--- src/rtl/pwm_pkg.sv ---
// Shared constants and types for the push-button PWM generator.
`timescale 1ns/1ps
package pwm_pkg;

   localparam int CNT_W_DEF           = 8;
   localparam int STEP_DEF            = 16;
   localparam int DUTY_RESET_DEF      = 128;
   localparam int DEBOUNCE_CYCLES_DEF = 3;
   localparam int DUTY_W_DEF          = CNT_W_DEF + 1;

   typedef enum logic [1:0] {
      DUTY_HOLD = 2'd0,
      DUTY_INC  = 2'd1,
      DUTY_DEC  = 2'd2
   } duty_op_e;

endpackage

--- src/rtl/pwm_button_conditioner.sv ---
// Raw active-low button -> 2-FF sync -> debounce down-counter -> one-clock press pulse on falling edge.
`timescale 1ns/1ps
module button_conditioner #(
   parameter int DEBOUNCE_CYCLES = 3
) (
   input  logic clk,
   input  logic rst,
   input  logic btn_n,
   output logic press
);

   localparam int TMR_W = $clog2(DEBOUNCE_CYCLES + 1);
   localparam logic [TMR_W-1:0] TMR_LOAD = TMR_W'(DEBOUNCE_CYCLES - 1);

   logic             sync_1;
   logic             sync_2;
   logic             level;
   logic [TMR_W-1:0] tmr;

   // tmr counts down while the synchronized value disagrees with level; any agreement reloads it
   always_ff @(posedge clk or negedge rst) begin
      if (!rst) begin
         sync_1 <= 1'b1;
         sync_2 <= 1'b1;
         level  <= 1'b1;
         tmr    <= TMR_LOAD;
         press  <= 1'b0;
      end else begin
         sync_1 <= btn_n;
         sync_2 <= sync_1;
         press  <= 1'b0;
         if (sync_2 == level) begin
            tmr <= TMR_LOAD;
         end else if (tmr == '0) begin
            level <= sync_2;
            tmr   <= TMR_LOAD;
            press <= ~sync_2;
         end else begin
            tmr <= tmr - 1'b1;
         end
      end
   end

endmodule

--- src/rtl/pwm.sv ---
// Push-button PWM generator: two conditioned buttons step a saturating duty, applied at period wrap.
// Build option: define PWM_INVERT_EN for an active-low pwm_out (idle/reset level 1).
`timescale 1ns/1ps
module pwm
   import pwm_pkg::*;
#(
   parameter int CNT_W           = CNT_W_DEF,
   parameter int STEP            = STEP_DEF,
   parameter int DUTY_RESET      = DUTY_RESET_DEF,
   parameter int DEBOUNCE_CYCLES = DEBOUNCE_CYCLES_DEF
) (
   input  logic clk,
   input  logic rst,
   input  logic button_inc,
   input  logic button_dec,
   output logic pwm_out
);

   localparam int DUTY_W = CNT_W + 1;
   localparam logic [DUTY_W-1:0] DUTY_MAX = DUTY_W'(2 ** CNT_W);
   localparam logic [DUTY_W-1:0] STEP_V   = DUTY_W'(STEP);
   localparam logic [DUTY_W-1:0] DUTY_RST = DUTY_W'(DUTY_RESET);

`ifdef PWM_INVERT_EN
   localparam logic PWM_IDLE = 1'b1;
`else
   localparam logic PWM_IDLE = 1'b0;
`endif

   logic              press_inc;
   logic              press_dec;
   logic [CNT_W-1:0]  cnt;
   logic [DUTY_W-1:0] duty_next;
   logic [DUTY_W-1:0] duty_active;
   logic [DUTY_W-1:0] duty_calc;
   logic [DUTY_W:0]   duty_sum;
   duty_op_e          op;
   logic              pwm_level;
   logic              pwm_d;

   button_conditioner #(.DEBOUNCE_CYCLES(DEBOUNCE_CYCLES)) u_cond_inc (
      .clk   (clk),
      .rst   (rst),
      .btn_n (button_inc),
      .press (press_inc)
   );

   button_conditioner #(.DEBOUNCE_CYCLES(DEBOUNCE_CYCLES)) u_cond_dec (
      .clk   (clk),
      .rst   (rst),
      .btn_n (button_dec),
      .press (press_dec)
   );

   always_comb begin
      op        = DUTY_HOLD;
      duty_sum  = {1'b0, duty_next} + {1'b0, STEP_V};
      duty_calc = duty_next;
      if (press_inc && !press_dec) begin
         op = DUTY_INC;
      end else if (press_dec && !press_inc) begin
         op = DUTY_DEC;
      end
      case (op)
         DUTY_INC: duty_calc = (duty_sum > {1'b0, DUTY_MAX}) ? DUTY_MAX : duty_sum[DUTY_W-1:0];
         DUTY_DEC: duty_calc = (duty_next < STEP_V) ? '0 : duty_next - STEP_V;
         default:  duty_calc = duty_next;
      endcase
   end

   always_comb begin
      pwm_level = ({1'b0, cnt} < duty_active);
`ifdef PWM_INVERT_EN
      pwm_d = ~pwm_level;
`else
      pwm_d = pwm_level;
`endif
   end

   // duty_active only moves on the last count so a running period is never cut short or stretched
   always_ff @(posedge clk or negedge rst) begin
      if (!rst) begin
         cnt         <= '0;
         duty_next   <= DUTY_RST;
         duty_active <= DUTY_RST;
         pwm_out     <= PWM_IDLE;
      end else begin
         cnt       <= cnt + 1'b1;
         duty_next <= duty_calc;
         if (cnt == '1) begin
            duty_active <= duty_next;
         end
         pwm_out <= pwm_d;
      end
   end

endmodule

--- config.mk ---
export PLATFORM = sky130hd
export DESIGN_NAME = pwm
export DESIGN_NICKNAME = d
export VERILOG_FILES = /design/src/rtl/pwm_pkg.sv /design/src/rtl/pwm_button_conditioner.sv /design/src/rtl/pwm.sv
export SDC_FILE = /design/constraint.sdc
export NUM_CORES = 1
export LEC_CHECK = 0
export ABC_AREA = 1
export CAP_MARGIN = 25
export CORE_MARGIN = 2
export CORE_UTILIZATION = 59
export DETAILED_ROUTE_END_ITERATION = 8
export PLACE_DENSITY = 0.84
export REMOVE_ABC_BUFFERS = 1
export SLEW_MARGIN = 40
export SYNTH_ARGS = -nofsm -noshare
export SYNTH_HDL_FRONTEND = slang
export SYNTH_SLANG_ARGS = --single-unit
--- constraint.sdc ---
create_clock -name clk -period 1.7 [get_ports clk]
set_input_delay 0.17 -clock clk [delete_from_list [all_inputs] [get_ports clk]]
set_output_delay 0.17 -clock clk [all_outputs]
set_load 0.05 [all_outputs]
; Yosys cells after proc, flatten, opt, wreduce, memory -nomap -nowiden
; Index checks and enable logic that the tools add are counted.
[classes]
n_mux = 13
n_bitwise = 4
eq_ne = 5
add_sub_neg = 5
order_cmp = 3
n_reduce_logical = 9
[ops]
columns = operator, n
row1 = 9-bit 2-to-1 mux, 2
row2 = 9-bit one-hot mux with 2 select lines, 1
row3 = 2-bit 2-to-1 mux, 6
row4 = "9-bit by 5-bit adder with 10-bit output, second input constant", 1
row5 = "10-bit by 9-bit > comparator with 1-bit output, second input constant", 1
row6 = 8-bit by 9-bit less-than comparator with 1-bit output, 1
row7 = "9-bit by 5-bit less-than comparator with 1-bit output, second input constant", 1
row8 = "9-bit by 5-bit subtractor with 9-bit output, second input constant", 1
row9 = "8-bit by 1-bit adder with 8-bit output, second input constant", 1
row10 = "8-bit == test, second input constant", 1
row11 = 2-bit logical NOT, 2
row12 = 1-bit 2-to-1 mux, 4
row13 = 1-bit NOT, 4
row14 = 2-bit AND reduction, 2
row15 = "2-bit by 1-bit subtractor with 2-bit output, second input constant", 2
row16 = 1-bit == test, 2
row17 = "2-bit by 1-bit == test with 1-bit output, second input constant", 1
row18 = "2-bit == test, second input constant", 1
row19 = 1-bit logical AND, 2
row20 = 1-bit logical NOT, 2
row21 = 2-bit nonzero test, 1
[totals]
out_inout_bits = 1
register_bits = 39

; Depth between registers and ports, before layout
; Gate-level depths: netlist of the first run.
[depth]
word_depth = 6
depth_mapped = 9
mapped_depth_nobuf = 9

; Cells and area by module
; From an unflattened synthesis of the first run, not the netlist that was laid out.
[hier_totals]
hier_cells = 173
area_unflattened_um2 = 1594.0
[by_module_without_submodules]
columns = module, seq_area_each_um2, cells_each, instances, area_each_um2
row1 = pwm, 478.0, 131, 1, 1111.1
row2 = button_conditioner, 155.1, 21, 2, 241.5

; Least setup slack after synthesis of the first run
; No wires, ideal clock.
[synth_timing]
path_type = register to register
start = register duty_next[5]
end = register duty_next[4]
path_stages_with_launch = 7
arrival_time_ps = 1145
period_less_slack_ps = 1269
setup_time_ps = 124
path_buffers = 0
slack_ps = 431
path_cell_list = dfrtp_1 ha_1 nand3_2 xor2_1 nand2_2 nor2_1 o21ai_1
[synth_via]
elab_chain_cells = 4
[synth_rtl]
columns = element, line_no
row1 = "start, declared", pwm.sv:33  ; logic [DUTY_W-1:0] duty_next;
row2 = "start signal, assigned", pwm.sv:89  ; duty_next <= duty_calc;
row3 = 9-bit by 5-bit adder with 10-bit output, pwm.sv:57  ; duty_sum = {1'b0, duty_next} + {1'b0, STEP_V};
row4 = 10-bit by 9-bit > comparator with 1-bit output, pwm.sv:65  ; DUTY_INC: duty_calc = (duty_sum > {1'b0, DUTY_MAX}) ? DUTY_MAX : duty_sum[DUTY_W-1:0];
row5 = 9-bit 2-to-1 mux, pwm.sv:65
row6 = 9-bit one-hot mux with 2 select lines (*), pwm.sv:64  ; case (op)
; Mark *: on every way between the ends. The rest lies on a longest branch, timed or not.
; A chain may end at the register's enable or synchronous reset.

; Worst setup path in the final report of the first run
[layout_timing]
start = register pwm_out
end = output pwm_out
[layout_lines]
columns = element, line_no
row1 = "start, declared", pwm.sv:16  ; output logic pwm_out
row2 = "start signal, assigned", pwm.sv:93  ; pwm_out <= pwm_d;
; No word-level cell between the ends.

==> impl_summary.log, run 1 <==
INFO  metric worst-endpoint-required = roughly 1.5 ns
INFO  metric hold_class = in -> async
INFO  metric min_period_over_period = 0.951
INFO  metric rows = 18
INFO  metric timing.fmax = 0.618 GHz
INFO  metric cpPeakStageDelay = 0.79 ns
INFO  metric cap_viol_max_count = 0
INFO  metric launch_point_of_the_worst_reg_to_reg_path = duty_next[4]
INFO  metric peakVddDrop = 0.00119 V
INFO  metric fillcell_total = approximately 210
INFO  metric critical_path_buf_inv_count = 1
INFO  metric final_period_demand_of_the_worst_path = roughly 1.6 ns
INFO  metric synth.yosys.warnings = 0
INFO  metric run_status = complete, no violations
INFO  metric yosys-top-cells-area = sky130_fd_sc_hd__dfrtp_1, sky130_fd_sc_hd__dfstp_2, sky130_fd_sc_hd__ha_1
INFO  metric die_w = between 50 and 60 um
INFO  metric layout-drive-gt1-share = 0.170
INFO  metric drt-pass1-iter-count = 4
INFO  metric synth-seq-cells = 31
INFO  metric critPathTopFamily = buffers and inverters
INFO  metric synth_top_cell_by_area = sky130_fd_sc_hd__dfrtp_1
INFO  metric timing.critical_path.cells = clkdlybuf4s50_1
INFO  metric grt_max_degree = 32
INFO  metric grt_antenna_before_repair = 0
INFO  metric setup-violations-final = 0
INFO  metric mappedNetlistArea = 0.00160 sq mm
INFO  metric critPathMaxFanout = 1
INFO  metric drtIter0Drc = 15
INFO  metric insertion_delay = 0.33 ns
INFO  metric unrepaired_setup_endpoints_after_global_routing = false
INFO  metric worst_setup_hold_path_clk_slew = 0.10 ns
INFO  metric antenna_left = 0
INFO  metric fin_skew = 0.0121 ns
INFO  metric post-dp-hpwl = 1980 um
INFO  metric grt_first_pass_wirelength = 4820 um
INFO  metric synth_sequential_area_ratio = 0.494
INFO  metric power.static_leakage = between 0.0008 and 0.0009 uW
INFO  metric worst_ep_arrival_time = roughly 1.5 ns
INFO  metric tritoncts_buffers = 5
INFO  metric cts-root-buf = sky130_fd_sc_hd__clkbuf_4
INFO  metric final_max_slew_viol_count = 0
INFO  metric post_cts_hold_buffer_count = 0
INFO  metric cpMaxStageDelayCell = sky130_fd_sc_hd__clkdlybuf4s50_1
INFO  metric num_antenna_cells = 0
INFO  metric critPathLaunchType = register
INFO  metric tritoncts_clock_tree = built
INFO  metric via_count_of_the_first_global_routing_pass = 1175
INFO  metric finalWirelength = 2670 um
INFO  metric power_density = 1420 mW/mm^2
INFO  metric core-area = 0.00252 sq mm
INFO  metric ctsResizeCount = 0
INFO  metric worstSetupEndpointType = primary output
INFO  metric dpl.cell_count = 204
INFO  metric total_track_usage = 0.202
INFO  metric drt-wirelength-per-cell = 12.6 um
INFO  metric slew_headroom = 0.673
INFO  metric die_h = 56 um
INFO  metric floorplan_die_area = about 0.0031 sq mm
INFO  metric final_hold_violation_count = 0
INFO  metric worstSetupPathType = reg -> out
INFO  metric gp_weighted_congestion = between 0.8 and 0.9
INFO  metric numClockSinks = 31
INFO  metric number_of_nets_in_the_layout = between 150 and 200
INFO  metric htreeDepth = 2
INFO  metric post-cts-setup-buffer-count = 0
INFO  metric synth_area_per_cell = 9.38 sq um
INFO  metric netlist_instances = 170
INFO  metric io-pin-count = 5
INFO  metric crit_start = pwm_out
INFO  metric grt_overflow_total = 0
INFO  metric layout_area_growth_over_synthesis = 8.94%
INFO  metric routed_via_density = 5.28
INFO  metric sum_of_negative_setup_slack = 0 ns
INFO  metric fin_cells = 212
INFO  metric floorplan.initialDensity = 0.632
INFO  metric finish.utilization = 0.689
INFO  metric synthDistinctLibCells = 22
INFO  metric portBuffers = 4
INFO  metric drc_errors = 0
INFO  metric via_count = 1119
INFO  metric timing_worst_slew_pin_value = 0.489 ns
INFO  metric cts_max_path_buffers = 2
INFO  metric synth_top_area_frac = 0.329
-- synth_stat cells (all sizes together) --
master / n
ha: 13
o21bai: 1
a21oi: 8
nand4: 3
inv: 30
xor2: 6
nand3: 11
nor2: 19
dfrtp: 21
o21ai: 9
xnor2: 6
nand2: 31
o211ai: 1
buf: 1
dfstp: 10
-- routing by layer --
layer,global-route usage,up-vias,wire length [um]
met5,0,-,0
met4,0.102,0,64
met3,0.0674,8,88
met2,0.351,15,1360
met1,0.217,540,1160
li1,-,556,-
-- layout by cell type (no fill, tap or decap) --
cell type                         Yosys  final
sky130_fd_sc_hd__inv_2                1      1
sky130_fd_sc_hd__o21ai_1              3      3
sky130_fd_sc_hd__nand2_2              3      3
sky130_fd_sc_hd__nor2_2               2      2
sky130_fd_sc_hd__dfstp_2             10     10
sky130_fd_sc_hd__o211ai_1             1      1
sky130_fd_sc_hd__inv_1               29     29
sky130_fd_sc_hd__ha_1                13     13
sky130_fd_sc_hd__nand3_2              3      3
sky130_fd_sc_hd__a21oi_2              3      3
sky130_fd_sc_hd__xor2_1               6      6
sky130_fd_sc_hd__clkbuf_4             0      5
sky130_fd_sc_hd__o21ai_0              6      6
sky130_fd_sc_hd__nand4_1              2      2
sky130_fd_sc_hd__buf_4                0      1
sky130_fd_sc_hd__nor2_1              17     17
sky130_fd_sc_hd__o21bai_1             1      1
sky130_fd_sc_hd__clkbuf_1             0      1
sky130_fd_sc_hd__nand4_4              1      1
sky130_fd_sc_hd__clkbuf_8             0      2
sky130_fd_sc_hd__clkdlybuf4s50_1      0      4
sky130_fd_sc_hd__dfrtp_1             21     21
sky130_fd_sc_hd__xnor2_1              6      6
sky130_fd_sc_hd__a21oi_1              5      5
sky130_fd_sc_hd__nand2_1             28     28
sky130_fd_sc_hd__nand3_1              8      8
-- worst paths after layout --
check / depth (start not counted) / end / slack, ns
worst max-delay path: 1 / pwm_out / 0.08
worst min-delay path: 2 / duty_active[8] / 0.21
worst max register to register: 8 / duty_next[8] / 0.24
worst min register to register: 0 / u_cond_inc.sync_2 / 0.36
max in group asynchronous: 2 / u_cond_inc.tmr[1] / 1.16
min in group clk: 1 / u_cond_dec.sync_1 / 0.23
-- metrics by stage --
stage               power, uW  setup WS (ns)  hold WS, ns  area [sq um]
detailed placement       1990          0.256        0.347          1670
global route             2670         0.0303        0.225          1740
global placement         1940          0.287        0.346          1670
floorplan                1770          0.428       -0.126          1580
finish                   2460         0.0829        0.212          1740
CTS                      2480         0.0563        0.217          1740
-- report_power, final --
part           leakage, uW  switching [uW]  internal (uW)
logic             0.000458             547            353
clock network    0.0000386             243            243
registers         0.000373             155            920
total             0.000870             945           1520
-- sequential cells by signal, summed over array words and instances (netlist names) --
name               cells
cnt                    8
duty_active            5
duty_next              5
pwm_out                1
u_cond_dec.level       1
u_cond_dec.press       1
u_cond_dec.sync_1      1
u_cond_dec.sync_2      1
u_cond_dec.tmr         2
u_cond_inc.level       1
u_cond_inc.press       1
u_cond_inc.sync_1      1
u_cond_inc.sync_2      1
u_cond_inc.tmr         2
-- kinds of logic (layout without fill, tap and decap cells) --
family / count (synthesis) / after routing / synth area share
flops: 31 / 31 / 0.494
simple gates: 64 / 64 / 0.191
buf+inv: 31 / 43 / 0.0776
compound gates: 19 / 19 / 0.0698
fa+ha+maj: 13 / 13 / 0.102
xor+xnor: 12 / 12 / 0.0659
-- layout make-up --
| cell class | count | area, sq um | area share |
|---|---|---|---|
| inverter | 30 | 113 | 0.0648 |
| multi-input combinational | 108 | 683 | 0.393 |
| clock buffer | 8 | 68.8 | 0.0396 |
| sequential | 31 | 788 | 0.454 |
| timing repair buffer | 5 | 47.5 | 0.0274 |
| tap | 30 | 37.5 | 0.0216 |
No activity file was read; power rests on OpenSTA's default activity.
==> run 2: changes to the inputs <==
--- a/constraint.sdc
+++ b/constraint.sdc
@@ -3,2 +3,2 @@
 set_output_delay 0.17 -clock clk [all_outputs]
-set_load 0.05 [all_outputs]
+set_load 0.01 [all_outputs]
==> results of run 2 <==
The final DEF is identical to that of run 1. Status: complete, no violations.
Among the figures that moved: setup slack after layout 0.0829 ns -> 0.235 ns; start point of the critical path pwm_out -> duty_next[4]; end point of the critical path pwm_out -> duty_next[8]
